--- src/rtl/nabp_filter_pkg.sv ---
// nabp_filter_pkg: Ram-Lak coefficients, filter FSM states and width helpers
package nabp_filter_pkg;
  localparam real PI = 3.14159265358979;
  typedef enum logic [1:0] {IDLE, READ, FLUSH, DRAIN} state_t;
  function automatic int acc_width(int data_len, int coeff_len, int order);
    return data_len + coeff_len + $clog2(order + 1);
  endfunction
  function automatic int s_width(int line_size);
    return $clog2(line_size + 1);
  endfunction
  function automatic int ram_lak(int k, int frac);
    real v;
    if (k == 0) return ((1 << frac) + 2) / 4;
    if (k % 2 == 0) return 0;
    v = $itor(1 << frac) / (PI * PI * $itor(k * k));
    return -$rtoi(v + 0.5);
  endfunction
endpackage

--- src/rtl/nabp_projection_filter_if.sv ---
// nabp_projection_filter_if: kick/status, raw RAM read port and filtered output bus
interface nabp_projection_filter_if #(
  parameter int DATA_LEN = 8,
  parameter int FILTERED_LEN = 16,
  parameter int S_LEN = 8
);
  logic kick;
  logic busy;
  logic [S_LEN-1:0] raw_s;
  logic [DATA_LEN-1:0] raw_val;
  logic out_valid;
  logic [S_LEN-1:0] out_s;
  logic signed [FILTERED_LEN-1:0] out_val;
  logic done;
  modport master (output kick, raw_val, input busy, raw_s, out_valid, out_s, out_val, done);
  modport slave (input kick, raw_val, output busy, raw_s, out_valid, out_s, out_val, done);
endinterface

--- src/rtl/nabp_filter_mac.sv ---
// nabp_filter_mac: symmetric FIR pre-add/multiply/sum, floor shift, saturate, one output register
module nabp_filter_mac import nabp_filter_pkg::*; #(
  parameter int DATA_LEN = 8,
  parameter int FILTERED_LEN = 16,
  parameter int ORDER = 8,
  parameter int COEFF_LEN = 12,
  parameter int COEFF_FRAC = 8
) (
  input  logic clk,
  input  logic reset_n,
  input  logic en,
  input  logic [ORDER:0][DATA_LEN-1:0] win,
  input  logic [ORDER:0][COEFF_LEN-1:0] coeff,
  output logic signed [FILTERED_LEN-1:0] y
);
  localparam int ACC_W = acc_width(DATA_LEN, COEFF_LEN, ORDER);
  localparam int H = ORDER / 2;
  localparam logic signed [ACC_W-1:0] MAX_V = ACC_W'((64'sd1 <<< (FILTERED_LEN - 1)) - 64'sd1);
  localparam logic signed [ACC_W-1:0] MIN_V = ~MAX_V;
  logic signed [ACC_W-1:0] acc, sh;
  logic signed [FILTERED_LEN-1:0] y_d, y_q;
  always_comb begin
    acc = ACC_W'($signed({1'b0, win[H]})) * ACC_W'($signed(coeff[H]));
    for (int m = 0; m < H; m++)
      acc = acc + ACC_W'($signed({2'b0, win[m]} + {2'b0, win[ORDER-m]})) * ACC_W'($signed(coeff[m]));
    sh = acc >>> COEFF_FRAC;
    y_d = !en ? y_q : sh > MAX_V ? FILTERED_LEN'(MAX_V) : sh < MIN_V ? FILTERED_LEN'(MIN_V) : FILTERED_LEN'(sh);
  end
  always_ff @(posedge clk)
    if (!reset_n) y_q <= '0;
    else y_q <= y_d;
  assign y = y_q;
endmodule

--- src/rtl/nabp_projection_filter.sv ---
// nabp_projection_filter: streams one raw line through the Ram-Lak FIR, one tagged sample per cycle
module nabp_projection_filter import nabp_filter_pkg::*; #(
  parameter int DATA_LEN = 8,
  parameter int FILTERED_LEN = 16,
  parameter int LINE_SIZE = 128,
  parameter int ORDER = 8,
  parameter int COEFF_LEN = 12,
  parameter int COEFF_FRAC = 8,
  parameter int S_LEN = s_width(LINE_SIZE)
) (
  input logic clk,
  input logic reset_n,
  nabp_projection_filter_if.slave bus
);
  localparam logic [S_LEN-1:0] LAST = S_LEN'(LINE_SIZE - 1);
  localparam logic [S_LEN-1:0] FL_LAST = S_LEN'(ORDER / 2 - 1);
  localparam logic [S_LEN:0] HALF = (S_LEN + 1)'(ORDER / 2);
  state_t state_q, state_d;
  logic [S_LEN-1:0] raw_s_q, raw_s_d, fl_cnt_q, fl_cnt_d, mac_s_q, mac_s_d, out_s_q, out_s_d;
  logic [S_LEN:0] push_cnt_q, push_cnt_d;
  logic [ORDER:0][DATA_LEN-1:0] win_q, win_d;
  logic [ORDER:0][COEFF_LEN-1:0] coeff;
  logic rd_v_q, rd_v_d, fl_v_q, fl_v_d, mac_v_q, mac_v_d, mac_last_q, mac_last_d;
  logic out_valid_q, out_valid_d, done_q, done_d, push;
  logic signed [FILTERED_LEN-1:0] y;
  for (genvar i = 0; i <= ORDER; i++) begin : g_coeff
    localparam int HK = ram_lak(i - ORDER / 2, COEFF_FRAC);
    assign coeff[i] = COEFF_LEN'(HK);
  end
  always_comb begin
    state_d = state_q;
    raw_s_d = raw_s_q;
    fl_cnt_d = fl_cnt_q;
    push_cnt_d = push_cnt_q;
    win_d = win_q;
    case (state_q)
      IDLE: if (bus.kick) begin
        state_d = READ;
        raw_s_d = '0;
        push_cnt_d = '0;
        win_d = '0;
      end
      READ: begin
        state_d = raw_s_q == LAST ? FLUSH : READ;
        raw_s_d = raw_s_q == LAST ? raw_s_q : raw_s_q + 1'b1;
        fl_cnt_d = '0;
      end
      FLUSH: begin
        state_d = fl_cnt_q == FL_LAST ? DRAIN : FLUSH;
        fl_cnt_d = fl_cnt_q + 1'b1;
      end
      default: state_d = done_q ? IDLE : DRAIN;
    endcase
    // pushes trail the FSM by one cycle because raw RAM data arrives a cycle after its address
    push = rd_v_q | fl_v_q;
    if (push) begin
      win_d = {win_q[ORDER-1:0], rd_v_q ? bus.raw_val : DATA_LEN'(0)};
      push_cnt_d = push_cnt_q + 1'b1;
    end
    rd_v_d = state_q == READ;
    fl_v_d = state_q == FLUSH;
    mac_v_d = push && push_cnt_q >= HALF;
    mac_s_d = S_LEN'(push_cnt_q - HALF);
    mac_last_d = mac_v_d && mac_s_d == LAST;
    out_valid_d = mac_v_q;
    out_s_d = mac_v_q ? mac_s_q : out_s_q;
    done_d = mac_v_q && mac_last_q;
  end
  always_ff @(posedge clk)
    if (!reset_n) begin
      state_q <= IDLE;
      raw_s_q <= '0;
      fl_cnt_q <= '0;
      push_cnt_q <= '0;
      win_q <= '0;
      rd_v_q <= 1'b0;
      fl_v_q <= 1'b0;
      mac_v_q <= 1'b0;
      mac_s_q <= '0;
      mac_last_q <= 1'b0;
      out_valid_q <= 1'b0;
      out_s_q <= '0;
      done_q <= 1'b0;
    end else begin
      state_q <= state_d;
      raw_s_q <= raw_s_d;
      fl_cnt_q <= fl_cnt_d;
      push_cnt_q <= push_cnt_d;
      win_q <= win_d;
      rd_v_q <= rd_v_d;
      fl_v_q <= fl_v_d;
      mac_v_q <= mac_v_d;
      mac_s_q <= mac_s_d;
      mac_last_q <= mac_last_d;
      out_valid_q <= out_valid_d;
      out_s_q <= out_s_d;
      done_q <= done_d;
    end
  nabp_filter_mac #(
    .DATA_LEN(DATA_LEN), .FILTERED_LEN(FILTERED_LEN), .ORDER(ORDER),
    .COEFF_LEN(COEFF_LEN), .COEFF_FRAC(COEFF_FRAC)
  ) u_mac (
    .clk(clk), .reset_n(reset_n), .en(mac_v_q), .win(win_q), .coeff(coeff), .y(y)
  );
  assign bus.busy = state_q != IDLE;
  assign bus.raw_s = raw_s_q;
  assign bus.out_valid = out_valid_q;
  assign bus.out_s = out_s_q;
  assign bus.out_val = y;
  assign bus.done = done_q;
endmodule

--- src/flat_wrapper.sv ---
// flat-port wrapper written by rule: the top's interface ports become plain ports
module nabp_projection_filter_flat import nabp_filter_pkg::*;
#(
  parameter int DATA_LEN = 8,
  parameter int FILTERED_LEN = 16,
  parameter int LINE_SIZE = 128,
  parameter int ORDER = 8,
  parameter int COEFF_LEN = 12,
  parameter int COEFF_FRAC = 8,
  parameter int S_LEN = s_width(LINE_SIZE)
)
  (clk, reset_n, bus_kick, bus_raw_val, bus_busy, bus_raw_s, bus_out_valid, bus_out_s, bus_out_val, bus_done);
  nabp_projection_filter_if #(.DATA_LEN(DATA_LEN), .FILTERED_LEN(FILTERED_LEN), .S_LEN(S_LEN)) bus_i ();
  input logic clk;
  input logic reset_n;
  input wire logic [$bits(bus_i.kick)-1:0] bus_kick;
  input wire logic [$bits(bus_i.raw_val)-1:0] bus_raw_val;
  output wire logic [$bits(bus_i.busy)-1:0] bus_busy;
  output wire logic [$bits(bus_i.raw_s)-1:0] bus_raw_s;
  output wire logic [$bits(bus_i.out_valid)-1:0] bus_out_valid;
  output wire logic [$bits(bus_i.out_s)-1:0] bus_out_s;
  output wire logic [$bits(bus_i.out_val)-1:0] bus_out_val;
  output wire logic [$bits(bus_i.done)-1:0] bus_done;
  assign bus_i.kick = bus_kick;
  assign bus_i.raw_val = bus_raw_val;
  assign bus_busy = bus_i.busy;
  assign bus_raw_s = bus_i.raw_s;
  assign bus_out_valid = bus_i.out_valid;
  assign bus_out_s = bus_i.out_s;
  assign bus_out_val = bus_i.out_val;
  assign bus_done = bus_i.done;
  nabp_projection_filter #(.DATA_LEN(DATA_LEN), .FILTERED_LEN(FILTERED_LEN), .LINE_SIZE(LINE_SIZE), .ORDER(ORDER), .COEFF_LEN(COEFF_LEN), .COEFF_FRAC(COEFF_FRAC), .S_LEN(S_LEN)) u_core (.clk(clk), .reset_n(reset_n), .bus(bus_i));
endmodule
--- config.mk ---
export PLATFORM = sky130hd
export DESIGN_NAME = nabp_projection_filter_flat
export DESIGN_NICKNAME = d
export VERILOG_FILES = /design/src/rtl/nabp_filter_pkg.sv /design/src/rtl/nabp_projection_filter_if.sv /design/src/rtl/nabp_filter_mac.sv /design/src/rtl/nabp_projection_filter.sv /design/src/flat_wrapper.sv
export SDC_FILE = /design/constraint.sdc
export NUM_CORES = 1
export LEC_CHECK = 0
export CORE_ASPECT_RATIO = 1.4
export CORE_MARGIN = 4
export CORE_UTILIZATION = 35
export DETAILED_ROUTE_END_ITERATION = 12
export PLACE_DENSITY = 0.48
export SLEW_MARGIN = 20
export SYNTH_ARGS = -nofsm -noshare
export SYNTH_HDL_FRONTEND = slang
export SYNTH_HIERARCHICAL = 1
export SYNTH_SLANG_ARGS = --single-unit
export TNS_END_PERCENT = 50
--- constraint.sdc ---
create_clock -name clk -period 10.6 [get_ports clk]
set_clock_uncertainty 0.1 [all_clocks]
set_input_delay 2.12 -clock clk [delete_from_list [all_inputs] [get_ports clk]]
set_output_delay 2.12 -clock clk [all_outputs]
set_load 0.05 [all_outputs]
Word-level counts from Yosys, hierarchy flattened
Index checks and enable logic that the tools add are counted.

cells by class
  muxes and demuxes = 18
  bitwise gates (word level) = 1
  eq/ne operators = 7
  reduce and logical (&&, ||, !) cells = 11
  $add $sub $neg = 8
  magnitude comparators = 3
  multiply operators = 2

operators with widths
  cell                     number
  $mux W64                 3
  $mux W16                 2
  $pmux W8 S2              2
  $mux W9                  3
  $mux W8                  3
  $add A8 B8 Y9            2
  $add A16 B16 Y17         1
  $add A15 B13 Y16         1
  $add A8 B1 Y8 const B    2
  $eq A8 B7 Y1 const B     2
  $gt A9 B16 Y1 const B    1
  $lt A9 B16 Y1 const B    1
  $mul A10 B5 Y15 const B  1
  $mul A10 B3 Y13 const B  1
  $reduce_bool A2 Y1       5
  $add A9 B1 Y9 const B    1
  $ge A9 B3 Y1 const B     1
  $eq A8 B2 Y1 const B     1
  $sub A8 B3 Y8 const B    1
  $mux W2                  3
  $pmux W2 S3              1
  $ne A2 B2 Y1 const B     2
  $logic_and A1 B1 Y1      3
  $reduce_and A3 Y1        1
  other kinds (6)          6

word-level totals
  register bits after elaboration = 129
  word-level logic and storage cells = 71

Logic depth before layout (Yosys ltp)
  word-level depth = 7
  gate-level depth with buffers = 35

Modules after synthesis
The synthesis kept the hierarchy.

modules (own cells, without submodules)
  module                  sequential area each (um2)  cells each  area an instance (um2)  times used
  nabp_filter_mac         320.3                       2388        23017.1                 1
  nabp_projection_filter  2422.3                      411         4423.0                  1

Worst setup path before layout
Ideal clock, no wire load.

  path kind = reg2reg
  start point = register u_core/win_q[24] in the netlist's numbering
  end point = register u_core.u_mac.y_q[15], in the netlist u_core/u_mac/y[15]
  period minus slack after synthesis = 8299 ps
  stages on the path, launching flop included = 32
  setup slack = 2301 ps
  setup time = 129 ps
  data required time = 10371 ps
  data arrival time = 8070 ps
  path through = dfxtp_1 > ha_1 > fa_1 > a21o_1 > a21oi_2 > o21bai_1 > a21oi_1 > xnor2_1 > clkbuf_1 > nand2_1 > fa_1 > inv_1 > fa_1 > fa_1 > inv_1 > fa_1 > fa_1 > inv_1 > fa_1 > fa_1 > fa_1 > inv_1 > fa_1 > inv_1 > ha_1 > a21o_1 > a21o_1 > a311o_1 > a31oi_1 > o21ai_0 > xnor2_1 > a21oi_1

on the way
  word-level cells in the longest chain between the ends = 6
  elaborated cells between the ends (all ways) = 7
  those cells by class = 2 x add/sub; 1 x mul; 2 x order compare; 2 x mux

ends and longest elaborated chain
  item                    line                          source
  start, declared         nabp_projection_filter.sv:21  logic [ORDER:0][DATA_LEN-1:0] win_q, win_d;
  start signal, assigned  nabp_projection_filter.sv:89  win_q <= win_d;
  $add A8 B8 Y9 (*)       nabp_filter_mac.sv:25         acc = acc + ACC_W'($signed({2'b0, win[m]} + {2'b0, win[ORDER-m]})) * ACC_W'($signed(coeff[m]));
  $mul A10 B5 Y15 (*)     nabp_filter_mac.sv:25
  $add A16 B16 Y17 (*)    nabp_filter_mac.sv:25
  $lt A9 B16 Y1           nabp_filter_mac.sv:27         y_d = !en ? y_q : sh > MAX_V ? FILTERED_LEN'(MAX_V) : sh < MIN_V ? FILTERED_LEN'(MIN_V) : FILTERED_LEN'(sh);
  $mux W16                nabp_filter_mac.sv:27
  $mux W16 (*)            nabp_filter_mac.sv:27
  end signal, assigned    nabp_filter_mac.sv:31         else y_q <= y_d;
  end, declared           nabp_filter_mac.sv:21         logic signed [FILTERED_LEN-1:0] y_d, y_q;

Every way passes the cells marked *; elsewhere a longest branch is shown, timed or not.
A chain may end at the register's enable or synchronous reset.

Worst setup path after layout
Ends and elaborated chain as after synthesis.

==> results.ini <==
[status]
status = complete, no violations

[sta]
rsz0062_at_grt = no
fin_crit_sh = 0.859
finalCriticalPeriod_ns = 9.10
setup_violations = 0
worst_slew_pin_slew_ns = 1.06
fin_ws_ns = 1.50
setup_tns_ns = 0
fin_hold_ws_ns = 0.357
max_freq_ghz = 0.110
drv_slew = 0
timing.slew.headroom = 0.287
finalHoldViolations = 0

[routing]
drtIter0Drc = 592
via_per_inst = 4.26
num_vias = 18400
drt-wirelength-per-cell_um = 15.9
drc_errors = 0
drt-pass1-iter-count = 5
wl_um = 68300
postRouteAntennaNets = 0

[critical_path]
crit_top_cell = fa_1
r2r_cells = 31
crit_end = u_core/u_mac/y[15]
crit_type = flop to flop
cpMaxStageDelayCell = fa_1
endpoint_kind = flop
worst_setup_path_start_kind = flop
crit_required_ns = 10.83
r2r-start = u_core/win_q[24]
crit_start = u_core/win_q[24]
worstPathMaxFanout = 12
rr_endpoint = u_core/u_mac/y[15]
worstPathArrival_ns = 9.33
r2r_setup_slack_ns = 1.50
slowest_delay_ns = 0.56

[logic_synthesis]
ys_ff_latch = 137
synth_cells = 2799
netlist_top_cells_area = fa_1 (46%), ha_1 (10%), dfxtp_1 (10%)
synth_ff_type = dfxtp_1
synth_edf_count = 0
yosys-top-cells-count = inv_1 (698), fa_1 (631), and2_1 (285)
synthArstFlopShare = 0
ys_seq_area_frac = 0.0999
synth_area_leader_cell = fa_1
avgSynthCellArea_um2 = 9.80
synth.distinct_cells = 65
yosysMostFrequentCell = inv_1
syn_area_um2 = 27400
yosysWarnings = 6
yosysTopAreaCellShare = 0.460

[global_routing]
grt_pass1_wl_um = 113000
grt_pass1_vias = 21200
antenna_found_initial = 3
grt_max_degree = 76
grt-ovfl-total = 0
grt_use_total = 0.175

[job]
drv_cap = 0

[pwr]
leakagePower_uw = 0.0163
totalPowerFinal_uw = 1470
power_density_nw_per_um2 = 46.8
ir_worst_vdd_mv = 0.120

[final_layout]
area.growth.synth_to_final_pct = 14.1
post_route_cells_drive_above_1_share = 0.0273
regArea_um2 = 2740
multiInputGateArea_um2 = 23400
fin_nets = 4113
fillers = 7913
diodes = 0
utilization = 0.402

[clock_network]
cts_sinks = 137
worst_skew_pair.late_latency_ns = 0.46
htreeDepth = 4
cts_tree = yes
cts_hold_buf = 0
cts.repair.resized = 0
numCtsBuffers = 17
cts_buffer_depth = 2
post_cts_buffers = 0
path_clk_slew_ns = 0.07
root_buffer = clkbuf_16

[floorplanning]
die_w_um = 245
core_area_um2 = 77800
rows = 121
initial_core_util = 0.353
die-area_um2 = 83000
ioPinCount = 46
die_y_um = 339

[place]
gp_congestion = 0.845
dp_hpwl_um = 60800
dp_slack_ns = 1.48
io_buffers = 45

[min_path]
holdCritPathClass = flop to flop

-- cell families (layout without fill, tap and decap cells) --
family,after synthesis,after routing,synth area share
buffers and inverters,788,802,0.110
DFF,137,137,0.0999
and+or+nand+nor,667,667,0.131
other,2,451,0.000274
adders and majority gates,853,853,0.562
muxes,13,13,0.00497
xor gates and xnor gates,56,56,0.0181
AOI/OAI and AO/OA,283,283,0.0746
-- worst min path at each step --
stage                        from            endpoint  slack (ns)  depth (start not counted)
3_3_place_gp   u_core/u_mac/y[11]  u_core/u_mac/y[11]        0.35                          2
4_1_cts        u_core/u_mac/y[13]  u_core/u_mac/y[13]        0.36                          2
2_1_floorplan   u_core/mac_last_q     u_core/bus.done        0.34                          1
6_report       u_core/u_mac/y[13]  u_core/u_mac/y[13]        0.36                          2
3_5_place_dp   u_core/u_mac/y[13]  u_core/u_mac/y[13]        0.35                          2
5_1_grt         u_core/u_mac/y[5]   u_core/u_mac/y[5]        0.40                          2
-- layout by cell type, fill, tap and decap left out, types with 47 or more instances in the layout --
cell	count
ha_1	222
a22o_1	73
fa_1	631
conb_1	451
nand2_1	220
nor2b_1	49
inv_1	698
and2_1	284
a21oi_1	47
dfxtp_1	137
-- layout make-up --
class,count,share of cell area
clock buffer,18,0.0137
clock inverter,14,0.00436
multi-input combinational,2323,0.748
tap,1045,0.0418
sequential,137,0.0876
inverter,698,0.0837
timing repair buffer,72,0.0207
-- registers in the layout, summed over array words and instances, names as in the netlist --
signal / flops
u_core/win_q: 72
u_core/u_mac/y: 16
u_core/push_cnt_q: 9
u_core/bus.out_s: 8
u_core/bus.raw_s: 8
u_core/fl_cnt_q: 8
u_core/mac_s_q: 8
u_core/state_q: 2
u_core/bus.done: 1
u_core/bus.out_valid: 1
u_core/fl_v_q: 1
u_core/mac_last_q: 1
u_core/mac_v_q: 1
u_core/rd_v_q: 1
-- where the power goes --
| part | total [uW] | switching (uW) | internal, uW |
|---|---|---|---|
| clock network | 597 | 270 | 327 |
| logic | 346 | 221 | 125 |
| registers | 523 | 3.69 | 519 |
-- per-stage QoR --
stage / cells / instance area [um2]
finish: 4307 / 31300
global route: 4307 / 31300
global placement: 4275 / 30700
CTS: 4307 / 31300
floorplan: 3248 / 29100
detailed placement: 4275 / 30700
-- worst max-delay path: cells and delay by family (launching register included) --
family | cells | cell delay, ns
flip-flops | 1 | 0.33
buffers and inverters | 6 | 0.36
AO/OA/AOI/OAI | 10 | 1.74
XOR/XNOR | 2 | 0.48
AND/OR/NAND/NOR | 1 | 0.30
adder cells (fa/ha/maj) | 12 | 5.65
-- metal layers --
| metal | vias to the layer above | global-route usage | part of all wire |
|---|---|---|---|
| li1 | 8826 | - | - |
| met3 | 90 | 0.0224 | 0.023 |
| met4 | 0 | 0.0622 | 0.037 |
| met1 | 9234 | 0.200 | 0.39 |
| met2 | 202 | 0.333 | 0.55 |
| met5 | - | 0 | 0 |
Note: power is estimated with default switching activity, not from simulation.
